<file path="src/rtl/witf_sb.sv">
// Writeback instruction-track FIFO: records in-flight destination registers in
// program order, stalls dispatch on RAW (and optionally WAW) hazards, retires in order.
module witf_sb #(
  parameter int DEPTH   = 4,
  parameter int AW      = 5,
  parameter int NSRC    = 2,
  parameter int WAW_CHK = 0,
  parameter int CW      = 3
) (
  input  logic               clk,
  input  logic               rst,
  input  logic               disp_valid,
  output logic               disp_ready,
  input  logic [NSRC*AW-1:0] disp_rs,
  input  logic [NSRC-1:0]    disp_rs_en,
  input  logic [AW-1:0]      disp_rd,
  input  logic               disp_rd_wen,
  input  logic               wb_valid,
  output logic [AW-1:0]      wb_rdidx,
  output logic [CW-1:0]      wb_tag,
  input  logic               flush,
  output logic               raw,
  output logic               waw,
  output logic               full,
  output logic               empty,
  output logic [CW-1:0]      count,
  output logic               err_uflow
);

  localparam logic [CW-1:0] LAST = CW'(DEPTH - 1);

  // Handshake: a dispatch is accepted on a rising edge where disp_valid and
  // disp_ready are both high; disp_ready never depends on wb_valid or flush.

  logic [DEPTH-1:0] r_vld;
  logic [AW-1:0]    r_rdidx [DEPTH];
  logic [CW-1:0]    r_wptr;
  logic [CW-1:0]    r_rptr;
  logic             r_wflag;
  logic             r_rflag;
  logic [CW-1:0]    r_count;
  logic             r_err;

  logic          w_empty;
  logic          w_full;
  logic          w_raw;
  logic          w_waw;
  logic          w_alloc_need;
  logic          w_ready;
  logic          w_alloc;
  logic          w_retire;
  logic [AW-1:0] w_head;

  function automatic logic [CW-1:0] f_next(input logic [CW-1:0] p);
    return (p == LAST) ? '0 : p + 1'b1;
  endfunction

  // A single-entry FIFO has constant pointers, so occupancy comes from the valid bit.
  always_comb begin
    if (DEPTH == 1) begin
      w_empty = !r_vld[0];
      w_full  = r_vld[0];
    end else begin
      w_empty = (r_wptr == r_rptr) && (r_wflag == r_rflag);
      w_full  = (r_wptr == r_rptr) && (r_wflag != r_rflag);
    end
  end

  always_comb begin
    w_raw = 1'b0;
    w_waw = 1'b0;
    for (int i = 0; i < DEPTH; i++) begin
      for (int k = 0; k < NSRC; k++) begin
        if (r_vld[i] && disp_rs_en[k] && (disp_rs[k*AW +: AW] != '0) &&
            (r_rdidx[i] == disp_rs[k*AW +: AW]))
          w_raw = 1'b1;
      end
      if ((WAW_CHK != 0) && r_vld[i] && disp_rd_wen && (disp_rd != '0) &&
          (r_rdidx[i] == disp_rd))
        w_waw = 1'b1;
    end
  end

  always_comb begin
    w_head = '0;
    for (int i = 0; i < DEPTH; i++) begin
      if (!w_empty && (r_rptr == CW'(i)))
        w_head = r_rdidx[i];
    end
  end

  assign w_alloc_need = disp_rd_wen && (disp_rd != '0);
  assign w_ready      = !w_raw && !w_waw && (!w_full || !w_alloc_need);
  assign w_alloc      = disp_valid && w_ready && w_alloc_need;
  assign w_retire     = wb_valid && !w_empty;

  always_ff @(posedge clk) begin
    if (!rst) begin
      r_vld   <= '0;
      r_wptr  <= '0;
      r_rptr  <= '0;
      r_wflag <= 1'b0;
      r_rflag <= 1'b0;
      r_count <= '0;
      r_err   <= 1'b0;
      for (int i = 0; i < DEPTH; i++) r_rdidx[i] <= '0;
    end else begin
      if (wb_valid && w_empty) r_err <= 1'b1;
      if (flush) begin
        r_vld   <= '0;
        r_wptr  <= '0;
        r_rptr  <= '0;
        r_wflag <= 1'b0;
        r_rflag <= 1'b0;
        r_count <= '0;
      end else begin
        // Retire clears before allocate sets, so allocate wins on a shared slot.
        for (int i = 0; i < DEPTH; i++) begin
          if (w_retire && (r_rptr == CW'(i))) r_vld[i] <= 1'b0;
          if (w_alloc && (r_wptr == CW'(i))) begin
            r_vld[i]   <= 1'b1;
            r_rdidx[i] <= disp_rd;
          end
        end
        if (w_alloc) begin
          r_wptr <= f_next(r_wptr);
          if (r_wptr == LAST) r_wflag <= ~r_wflag;
        end
        if (w_retire) begin
          r_rptr <= f_next(r_rptr);
          if (r_rptr == LAST) r_rflag <= ~r_rflag;
        end
        r_count <= r_count + CW'(w_alloc) - CW'(w_retire);
      end
    end
  end

  assign disp_ready = w_ready;
  assign wb_rdidx   = w_head;
  assign wb_tag     = r_rptr;
  assign raw        = w_raw;
  assign waw        = w_waw;
  assign full       = w_full;
  assign empty      = w_empty;
  assign count      = r_count;
  assign err_uflow  = r_err;

endmodule

</file>
<file path="config.mk">
export PLATFORM = sky130hd
export DESIGN_NAME = witf_sb
export DESIGN_NICKNAME = d
export VERILOG_FILES = /design/src/rtl/witf_sb.sv
export SDC_FILE = /design/constraint.sdc
export NUM_CORES = 1
export LEC_CHECK = 0
export BUFFER_PORTS_ARGS = -buffer_cell sky130_fd_sc_hd__buf_2
export CORE_MARGIN = 1.5
export CORE_UTILIZATION = 45
export CTS_BUF_LIST = sky130_fd_sc_hd__clkbuf_16
export CTS_CLUSTER_DIAMETER = 120
export CTS_CLUSTER_SIZE = 8
export DETAILED_ROUTE_END_ITERATION = 8
export GPL_ROUTABILITY_DRIVEN = 0
export MAX_ROUTING_LAYER = met4
export PLACE_DENSITY = 0.77
export SKIP_CTS_REPAIR_TIMING = 1
export SLEW_MARGIN = 5
export SYNTH_ARGS = -nofsm -noshare
export SYNTH_HDL_FRONTEND = slang
export SYNTH_SLANG_ARGS = --single-unit
</file>
<file path="constraint.sdc">
create_clock -name clk -period 2.7 [get_ports clk]
set_clock_uncertainty 0.05 [all_clocks]
set_input_delay 0.405 -clock clk [delete_from_list [all_inputs] [get_ports clk]]
set_output_delay 0.405 -clock clk [all_outputs]
set_load 0.01 [all_outputs]
</file>
==> flow_metrics.tcl, run 1 <==
set metrics [dict create \
    fillCellCount 459 \
    synth_ff_type "edfxtp_1" \
    area.growth.synth_to_final_pct 25.9 \
    grt_use_total_pct 23.1 \
    start_kind "flip-flop" \
    powerDensity_nw_per_um2 439 \
    syn_avg_cell_area_um2 9.27 \
    hold_slack_ns 0.345 \
    fp-row-count 26 \
    grt_pass1_vias 2133 \
    worst-setup-path-type "flip-flop to flip-flop" \
    drc 0 \
    numClockSinks 36 \
    worstPathArrival_ns 2.94 \
    critical_path_required_ns 2.83 \
    reg2reg_slack_ns -0.11 \
    p_comb_share_pct 15.3 \
    via_per_inst 5.49 \
    maxCapViolations 0 \
    yosys_warnings 0 \
    synthCells 269 \
    die_y_um 77.5 \
    mostFrequentLayoutCells "38 x buf_2, 29 x xor2_1, 25 x buf_4, 21 x a21oi_1" \
    setup_viol 2 \
    dr.pass1.iters 4 \
    clock_power_share_pct 39.8 \
    status "finished with violations" \
    vias 2154 \
    pin_count 40 \
    layout-drive-gt1-share_pct 30.1 \
    ant_nets 0 \
    io_buffers 38 \
    layout_commonest_cell "buf_2" \
    core_um2 5240 \
    clk_pin_slew_ns 0.05 \
    grt_max_degree 30 \
    cts_tree "built" \
    place_hpwl_mm 4.99 \
    synth_edf_count 20 \
    dp_slack_ns -0.137 \
    p_sw_uw 352 \
    intPower_mw 1.03 \
    syn_area_um2 2490 \
    finalMaxSlewViolations 0 \
    fin_crit_ns 2.81 \
    p_leak_nw 1.35 \
    ir_drop_mv 0.254 \
    cts_buffer_depth 2 \
    clock_latency_ns 0.28 \
    violations "negative setup slack" \
    hold_viol 0 \
    wl_per_cell_um 17.0 \
    crit_start "r_rdidx[0][1]$_SDFFCE_PN0P_" \
    fin_nets 355 \
    syn_nets 303 \
    rsz0062_at_grt "true" \
    period_share_pct 104 \
    grt_first_pass_wirelength_mm 10.4 \
    setup-tns-final_ns -0.135 \
    ys_seq_area_share_pct 36.9 \
    htree_levels 2 \
    min_path_type "input pin to flip-flop" \
    antennaDiodeCount 0 \
    ys_ff_latch 36 \
    p_sw_share_pct 25.5 \
    grt.overflow.total 0 \
    cp-end-kind "flip-flop" \
    start_util_pct 47.6 \
    finalWirelength_mm 6.66 \
    fmax_mhz 356 \
    clockRootBuffer "clkbuf_16" \
    setup_ws_ns -0.109 \
    synth.distinct_cells 37 \
    antenna_found_initial 0 \
    postSynth.asyncResetShare_pct 0 \
    seqPwrFrac_pct 44.8 \
    die_w_um 77.5 \
    cp_max_fo 3 \
    drtIter0Drc 72 \
    hp-start "wb_valid" \
    die_area_um2 6000 \
    r2r_start "r_rdidx[0][1]$_SDFFCE_PN0P_" \
    numCtsBuffers 5 \
]
[routing by layer]
layer,vias to the layer above,global-route usage [%],wire (µm)
met5,-,-,0
met4,0,8.73,155
met3,12,2.71,385
met2,81,37.6,3230
met1,1015,29.5,2890
li1,1046,-,-
[area by class of cell]
type | instances | area [µm²] | share of cell area, %
Clock buffer | 5 | 125 | 3.98
Inverter | 14 | 52.6 | 1.67
Timing Repair Buffer | 64 | 389 | 12.4
Tap cell | 70 | 87.6 | 2.79
Clock inverter | 3 | 13.8 | 0.438
Multi-Input combinational cell | 200 | 1550 | 49.4
Sequential cell | 36 | 921 | 29.3
[flip-flops by register name (all words and copies together), names as in the netlist]
signal and count:
count 3, r_rdidx 20, wb_tag 3, r_rflag 1
r_wflag 1, err_uflow 1, r_wptr 3, r_vld 4
[logic make-up (layout without fill, tap and decap cells)]
group,Yosys count,after routing,share of synthesized area (%)
flip-flops,36,36,36.9
multiplexers,2,2,0.802
buffers and inverters,33,86,5.87
adder cells (fa/ha/maj),11,11,5.82
AND/OR/NAND/NOR,99,99,23.2
XOR/XNOR,46,46,16.1
AO/OA/AOI/OAI,41,41,11.1
other,1,1,0.150
[synth_stat cells, types with 4 or more instances]
cell type | count | area share, %
nand2_1 | 12 | 1.8
o21ai_0 | 4 | 0.80
and4_1 | 16 | 5.6
ha_1 | 10 | 5.0
nand3_1 | 12 | 2.4
a21oi_1 | 21 | 4.2
xnor2_1 | 14 | 4.9
nor2_1 | 20 | 3.0
and2_1 | 4 | 1.0
clkbuf_1 | 7 | 1.1
and3_1 | 7 | 1.8
xor2_1 | 32 | 11
nor4_1 | 8 | 2.0
nor2b_1 | 9 | 2.3
inv_1 | 13 | 2.0
dfxtp_1 | 16 | 13
a22oi_1 | 4 | 1.2
edfxtp_1 | 20 | 24
buf_2 | 9 | 1.8
[through the flow]
stage | utilization (%) | total power, mW | instance area [µm²] | cells
6_report | 60.0 | 1.38 | 3140 | 392
5_1_grt | 60.0 | 1.43 | 3140 | 392
4_1_cts | 57.5 | 1.36 | 3010 | 386
3_5_place_dp | 54.8 | 0.818 | 2870 | 378
3_3_place_gp | 54.8 | 0.811 | 2870 | 378
2_1_floorplan | - | 0.751 | 2560 | 269
[power groups by stage]
| stage | Sequential [mW] | Clock [mW] | Combinational (mW) |
|---|---|---|---|
| after CTS | 0.617 | 0.554 | 0.190 |
| after detailed placement | 0.628 | 0 | 0.189 |
| after global routing | 0.618 | 0.584 | 0.230 |
| final | 0.618 | 0.549 | 0.211 |
| after global placement | 0.628 | 0 | 0.183 |
| after floorplan | 0.622 | 0 | 0.129 |
[critical path: stages (launching register included)]
cell	delay, ns
edfxtp_1	0.47
xor2_1	0.20
nor4_1	0.36
nand3_1	0.13
and4_4	0.17
o22ai_4	0.22
nor3_4	0.08
inv_2	0.09
ha_4	0.19
inv_2	0.06
ha_4	0.12
fa_2	0.42
and2_4	0.14
[worst paths after layout]
check	end	cells past startpoint
setup / recovery	count[1]$_SDFF_PP0_	12
hold / removal	err_uflow$_SDFFE_PN0P_	3
hold reg to reg	err_uflow$_SDFFE_PN0P_	2
setup reg to reg	count[1]$_SDFF_PP0_	12
No activity file was read; power rests on OpenSTA's default activity.
==> inputs of run 2 (changes only) <==
Settings changed: RECOVER_POWER set to 100.
==> run 2 against run 1 <==
Against the previous run: the run still ends with negative setup slack left; first-iteration DRC count unchanged; total power down 0.12%; design area shrank 0.40%; largest cell class unchanged; clock power hardly changed; final cell count is the same; maximum frequency about the same; global-route usage is the same; via count hardly changed; sequential power barely moved; highest routed layer unchanged.
==> flow_metrics.tcl, run 2 (synthesis results as in run 1) <==
set metrics [dict create \
    status "finished with violations" \
    violations "negative setup slack" \
    cp_cell_sequence "xor2_1 > nor4_1 > nand3_1 > and4_4 > o22ai_4 > nor3_4 > inv_2 > ha_4 > inv_2 > ha_4 > fa_2 > and2_4" \
    worstPathArrival_ns 2.94 \
    powerDensity_nw_per_um2 440 \
    largest_reg_flops 20 \
    core_um2 5240 \
    cp-end-kind "flip-flop" \
    die_area_um2 6000 \
    fillCellCount 465 \
    die_y_um 77.5 \
    p_total_mw 1.38 \
    antenna_found_initial 0 \
    reg2reg_slack_ns -0.11 \
    place_area_um2 2870 \
    ir_drop_mv 0.252 \
    ff2ff_path_depth 12 \
    finalWirelength_mm 6.66 \
    hp-start "wb_valid" \
    fin_cells 392 \
    cts_buffer_depth 2 \
    min_delay_worst_endpoint "err_uflow$_SDFFE_PN0P_" \
    rsz0062_at_grt "true" \
    place_hpwl_mm 4.99 \
    worst-setup-path-type "flip-flop to flip-flop" \
    r2r-end "count[1]$_SDFF_PP0_" \
    vias 2156 \
    fmax_mhz 356 \
    layout-drive-gt1-share_pct 27.6 \
    setup_ws_ns -0.110 \
    wl_per_cell_um 17.0 \
    layout_commonest_cell "buf_2" \
    grt_use_total_pct 23.1 \
    ant_nets 0 \
    fin_nets 355 \
    post-place-cells 378 \
    die_w_um 77.5 \
    via_per_inst 5.50 \
    maxCapViolations 0 \
    antennaDiodeCount 0 \
    hold_viol 0 \
    p_leak_nw 1.32 \
    finalMaxSlewViolations 0 \
    fp-row-count 26 \
    crit_slowest_cell "edfxtp_1" \
    r2r_start "r_rdidx[0][1]$_SDFFCE_PN0P_" \
    grt_first_pass_wirelength_mm 10.4 \
    htree_levels 2 \
    wl_met1_mm 2.88 \
    fin_area_um2 3130 \
    drc 0 \
    io_buffers 38 \
    top_layer_used "met4" \
    period_share_pct 104 \
    grt_pass1_vias 2133 \
    setup_viol 2 \
    min_path_type "input pin to flip-flop" \
    start_util_pct 47.6 \
    pin_count 40 \
    cp_max_fo 3 \
    largest_register "r_rdidx" \
    clock_latency_ns 0.28 \
    drtIter0Drc 72 \
    area.growth.synth_to_final_pct 25.4 \
    cts_tree "built" \
    reg_top3 "r_rdidx: 20 flops, r_vld: 4 flops" \
    critical_path_required_ns 2.83 \
    numClockSinks 36 \
    min_path_cells 3 \
    grt_max_degree 30 \
    critPathMaxStageDelay_ns 0.47 \
    clk_pin_slew_ns 0.05 \
    wl_met2_mm 3.23 \
    clockRootBuffer "clkbuf_16" \
    wl_met3_um 386 \
    start_kind "flip-flop" \
    dr.pass1.iters 4 \
    mostFrequentLayoutCells "31 x buf_2, 29 x xor2_1, 24 x buf_4, 21 x a21oi_1" \
    grt.overflow.total 0 \
    fin_crit_ns 2.81 \
    numCtsBuffers 5 \
]
-- run 2: worst max-delay path by stage --
stage	from	endpoint	slack [ns]	cells after the start
2_1_floorplan	disp_rs[8]	count[1]$_SDFF_PP0_	-0.13	11
3_3_place_gp	disp_rs[8]	count[1]$_SDFF_PP0_	-0.06	11
3_5_place_dp	disp_rs[8]	count[1]$_SDFF_PP0_	-0.14	14
4_1_cts	r_rdidx[3][2]$_SDFFCE_PN0P_	count[1]$_SDFF_PP0_	-0.05	12
5_1_grt	r_rdidx[0][0]$_SDFFCE_PN0P_	count[1]$_SDFF_PP0_	-0.24	12
6_report	r_rdidx[0][1]$_SDFFCE_PN0P_	count[1]$_SDFF_PP0_	-0.11	12
-- run 2: per-stage QoR --
step | setup WS, ns | utilization [%] | TNS, ns | hold WS, ns
2_1_floorplan | -0.135 | - | -1.38 | 0.420
3_3_place_gp | -0.0590 | 54.8 | -0.100 | 0.424
3_5_place_dp | -0.137 | 54.8 | -0.199 | 0.443
4_1_cts | -0.0549 | 57.5 | -0.0549 | 0.341
5_1_grt | -0.244 | 59.7 | -0.811 | 0.380
6_report | -0.110 | 59.7 | -0.135 | 0.346
-- run 2: power by group --
part / switching [mW] / total (mW) / internal, mW
logic: 0.115 / 0.210 / 0.0944
clock network: 0.214 / 0.548 / 0.335
registers: 0.0224 / 0.618 / 0.595
total: 0.351 / 1.38 / 1.02
-- run 2: cell type report --
cell class                 count  area, µm²  share of cell area, %
clock buffer                   5        125                   4.00
sequential                    36        921                   29.4
timing repair buffer          64        377                   12.0
inverter                      14       52.6                   1.68
clock inverter                 3       13.8                  0.440
tap                           70       87.6                   2.80
multi-input combinational    200       1550                   49.6
-- run 2: layer usage --
layer / vias up / GRT usage [%]
li1: 1046 / -
met1: 1017 / 29.5
met2: 81 / 37.6
met3: 12 / 2.71
met4: 0 / 8.73
met5: - / -
-- run 2: worst max-delay path: cells and delay by family, from the launching register on --
kind                     cells  cell delay, ns
AO/OA/AOI/OAI                1            0.22
adder cells (fa/ha/maj)      3            0.73
AND/OR/NAND/NOR              5            0.88
buffers and inverters        2            0.15
flip-flops                   1            0.47
XOR/XNOR                     1            0.20
==> inputs of run 3 (changes only) <==
Settings changed: PLACE_DENSITY 0.77 to 0.68.
==> run 3 against run 2 <==
Against the previous run: the run now ends clean; global-route usage is 1.0 points higher; design area decreased by 0.20%; maximum frequency rose by 4.3%; non-clock buffer count is 1 higher; first-iteration DRC count rose to 2.7 times the previous value; final cell count grew 0.26%; clock-buffer cell count increased by 1; register-to-register slack better by 0.11 ns; worst setup slack improved by 0.11 ns; largest power group unchanged; highest routed layer unchanged.
==> flow_metrics.tcl, run 3 (synthesis results as in run 1) <==
set metrics [dict create \
    fmax_mhz 371 \
    drc 0 \
    antenna_found_initial 0 \
    via_per_inst 5.58 \
    setup-tns-final_ns 0 \
    layout_commonest_cell "buf_2" \
    finalMaxSlewViolations 0 \
    clk_pin_slew_ns 0.05 \
    wl_met2_mm 3.23 \
    largest_register "r_rdidx" \
    reg_top3 "r_rdidx: 20 flops, r_vld: 4 flops" \
    largest_reg_flops 20 \
    cp_max_fo 3 \
    crit_start "r_rdidx[1][4]$_SDFFCE_PN0P_" \
    place_hpwl_mm 5.04 \
    r2r_start "r_rdidx[1][4]$_SDFFCE_PN0P_" \
    cp-end-kind "flip-flop" \
    p_sw_uw 342 \
    reg2reg_slack_ns 0.005 \
    htree_levels 2 \
    top_layer_used "met4" \
    ant_nets 0 \
    p_comb_share_pct 14.5 \
    setup_viol 0 \
    wl_met3_um 359 \
    finalWirelength_mm 6.74 \
    area.growth.synth_to_final_pct 25.1 \
    hold_viol 0 \
    wl_per_cell_um 17.2 \
    cts_buffer_depth 2 \
    start_util_pct 47.6 \
    die_area_um2 6000 \
    layout-drive-gt1-share_pct 28.2 \
    io_buffers 38 \
    seqPwrFrac_pct 43.5 \
    fillCellCount 475 \
    antennaDiodeCount 0 \
    worstPathArrival_ns 2.81 \
    p_sw_share_pct 24.1 \
    grt_use_total_pct 24.1 \
    core_um2 5240 \
    r2r-end "count[1]$_SDFF_PP0_" \
    start_kind "flip-flop" \
    drtIter0Drc 193 \
    die_y_um 77.5 \
    cp-endpoint "count[1]$_SDFF_PP0_" \
    numCtsBuffers 5 \
    p_leak_nw 1.35 \
    clock_power_share_pct 42.1 \
    pin_count 40 \
    dr.pass1.iters 4 \
    intPower_mw 1.08 \
    grt_pass1_vias 2149 \
    ir_drop_mv 0.292 \
    mostFrequentLayoutCells "36 x buf_2, 32 x xor2_1, 27 x buf_4, 21 x a21oi_1" \
    multi_input_area_um2 1510 \
    grt_max_degree 30 \
    vias 2192 \
    status "finished clean" \
    numClockSinks 36 \
    clockRootBuffer "clkbuf_16" \
    fin_crit_ns 2.70 \
    rsz0062_at_grt "true" \
    maxCapViolations 0 \
    p_total_mw 1.42 \
    fin_cells 393 \
    fp-row-count 26 \
    die_w_um 77.5 \
    powerDensity_nw_per_um2 455 \
    grt_first_pass_wirelength_mm 10.7 \
    wl_met1_mm 2.99 \
    fin_nets 356 \
    cts_tree "built" \
    post-place-cells 380 \
    setup_ws_ns 0.00485 \
    period_share_pct 99.8 \
    worst-setup-path-type "flip-flop to flip-flop" \
    seq_area_um2 923 \
    critical_path_required_ns 2.82 \
    ff2ff_path_depth 12 \
    min_path_type "input pin to flip-flop" \
    clock_latency_ns 0.28 \
    dp_slack_ns -0.130 \
    grt.overflow.total 0 \
]
[run 3: cell types whose count changed in the layout (fill, tap and decap cells not counted), sizes merged]
cell / change
clkinv: -1
clkbuf: -5
buf: +7
[run 3: power groups by stage]
stage	logic [mW]	registers (mW)	clock network, mW
2_1_floorplan	0.129	0.622	0
3_3_place_gp	0.185	0.628	0
3_5_place_dp	0.191	0.628	0
4_1_cts	0.193	0.617	0.607
5_1_grt	0.226	0.619	0.626
6_report	0.206	0.618	0.598
[run 3: layout make-up]
class                      instances  share of cell area [%]
tap                               70                    2.81
sequential                        36                    29.6
clock inverter                     2                   0.240
clock buffer                       6                    4.81
inverter                          14                    1.68
timing repair buffer              65                    12.5
multi-input combinational        200                    48.4
[run 3: critical path: stages, from the launching register on]
cell and delay, ns:
edfxtp_1 0.49, xor2_1 0.19, nor4_1 0.31, nand3_1 0.12, and4_4 0.20, o22ai_4 0.17, nor3_4 0.06, inv_2 0.08
ha_4 0.19, inv_2 0.06, ha_4 0.12, fa_2 0.41, and2_1 0.15
[run 3: worst min-delay path by stage]
stage	startpoint	slack [ns]	to	cells after the start
2_1_floorplan	r_rflag$_SDFFE_PP0P_	0.42	r_rflag$_SDFFE_PP0P_	2
3_3_place_gp	err_uflow$_SDFFE_PN0P_	0.42	err_uflow$_SDFFE_PN0P_	2
3_5_place_dp	r_wflag$_SDFFE_PP0P_	0.44	r_wflag$_SDFFE_PP0P_	2
4_1_cts	wb_valid	0.36	err_uflow$_SDFFE_PN0P_	3
5_1_grt	wb_valid	0.38	err_uflow$_SDFFE_PN0P_	3
6_report	wb_valid	0.37	err_uflow$_SDFFE_PN0P_	3
[run 3: stage by stage]
stage	cell area, µm²	utilization, %	hold slack (ns)
5_1_grt	3120	59.6	0.383
3_5_place_dp	2890	55.1	0.442
6_report	3120	59.6	0.370
3_3_place_gp	2890	55.1	0.424
2_1_floorplan	2560	-	0.420
4_1_cts	3040	58.1	0.365
[run 3: layer usage]
| layer | track usage [%] | up-vias |
|---|---|---|
| met3 | 4.71 | 16 |
| met1 | 29.8 | 1030 |
| met4 | 11.3 | 0 |
| met5 | - | - |
| li1 | - | 1056 |
| met2 | 38.1 | 90 |
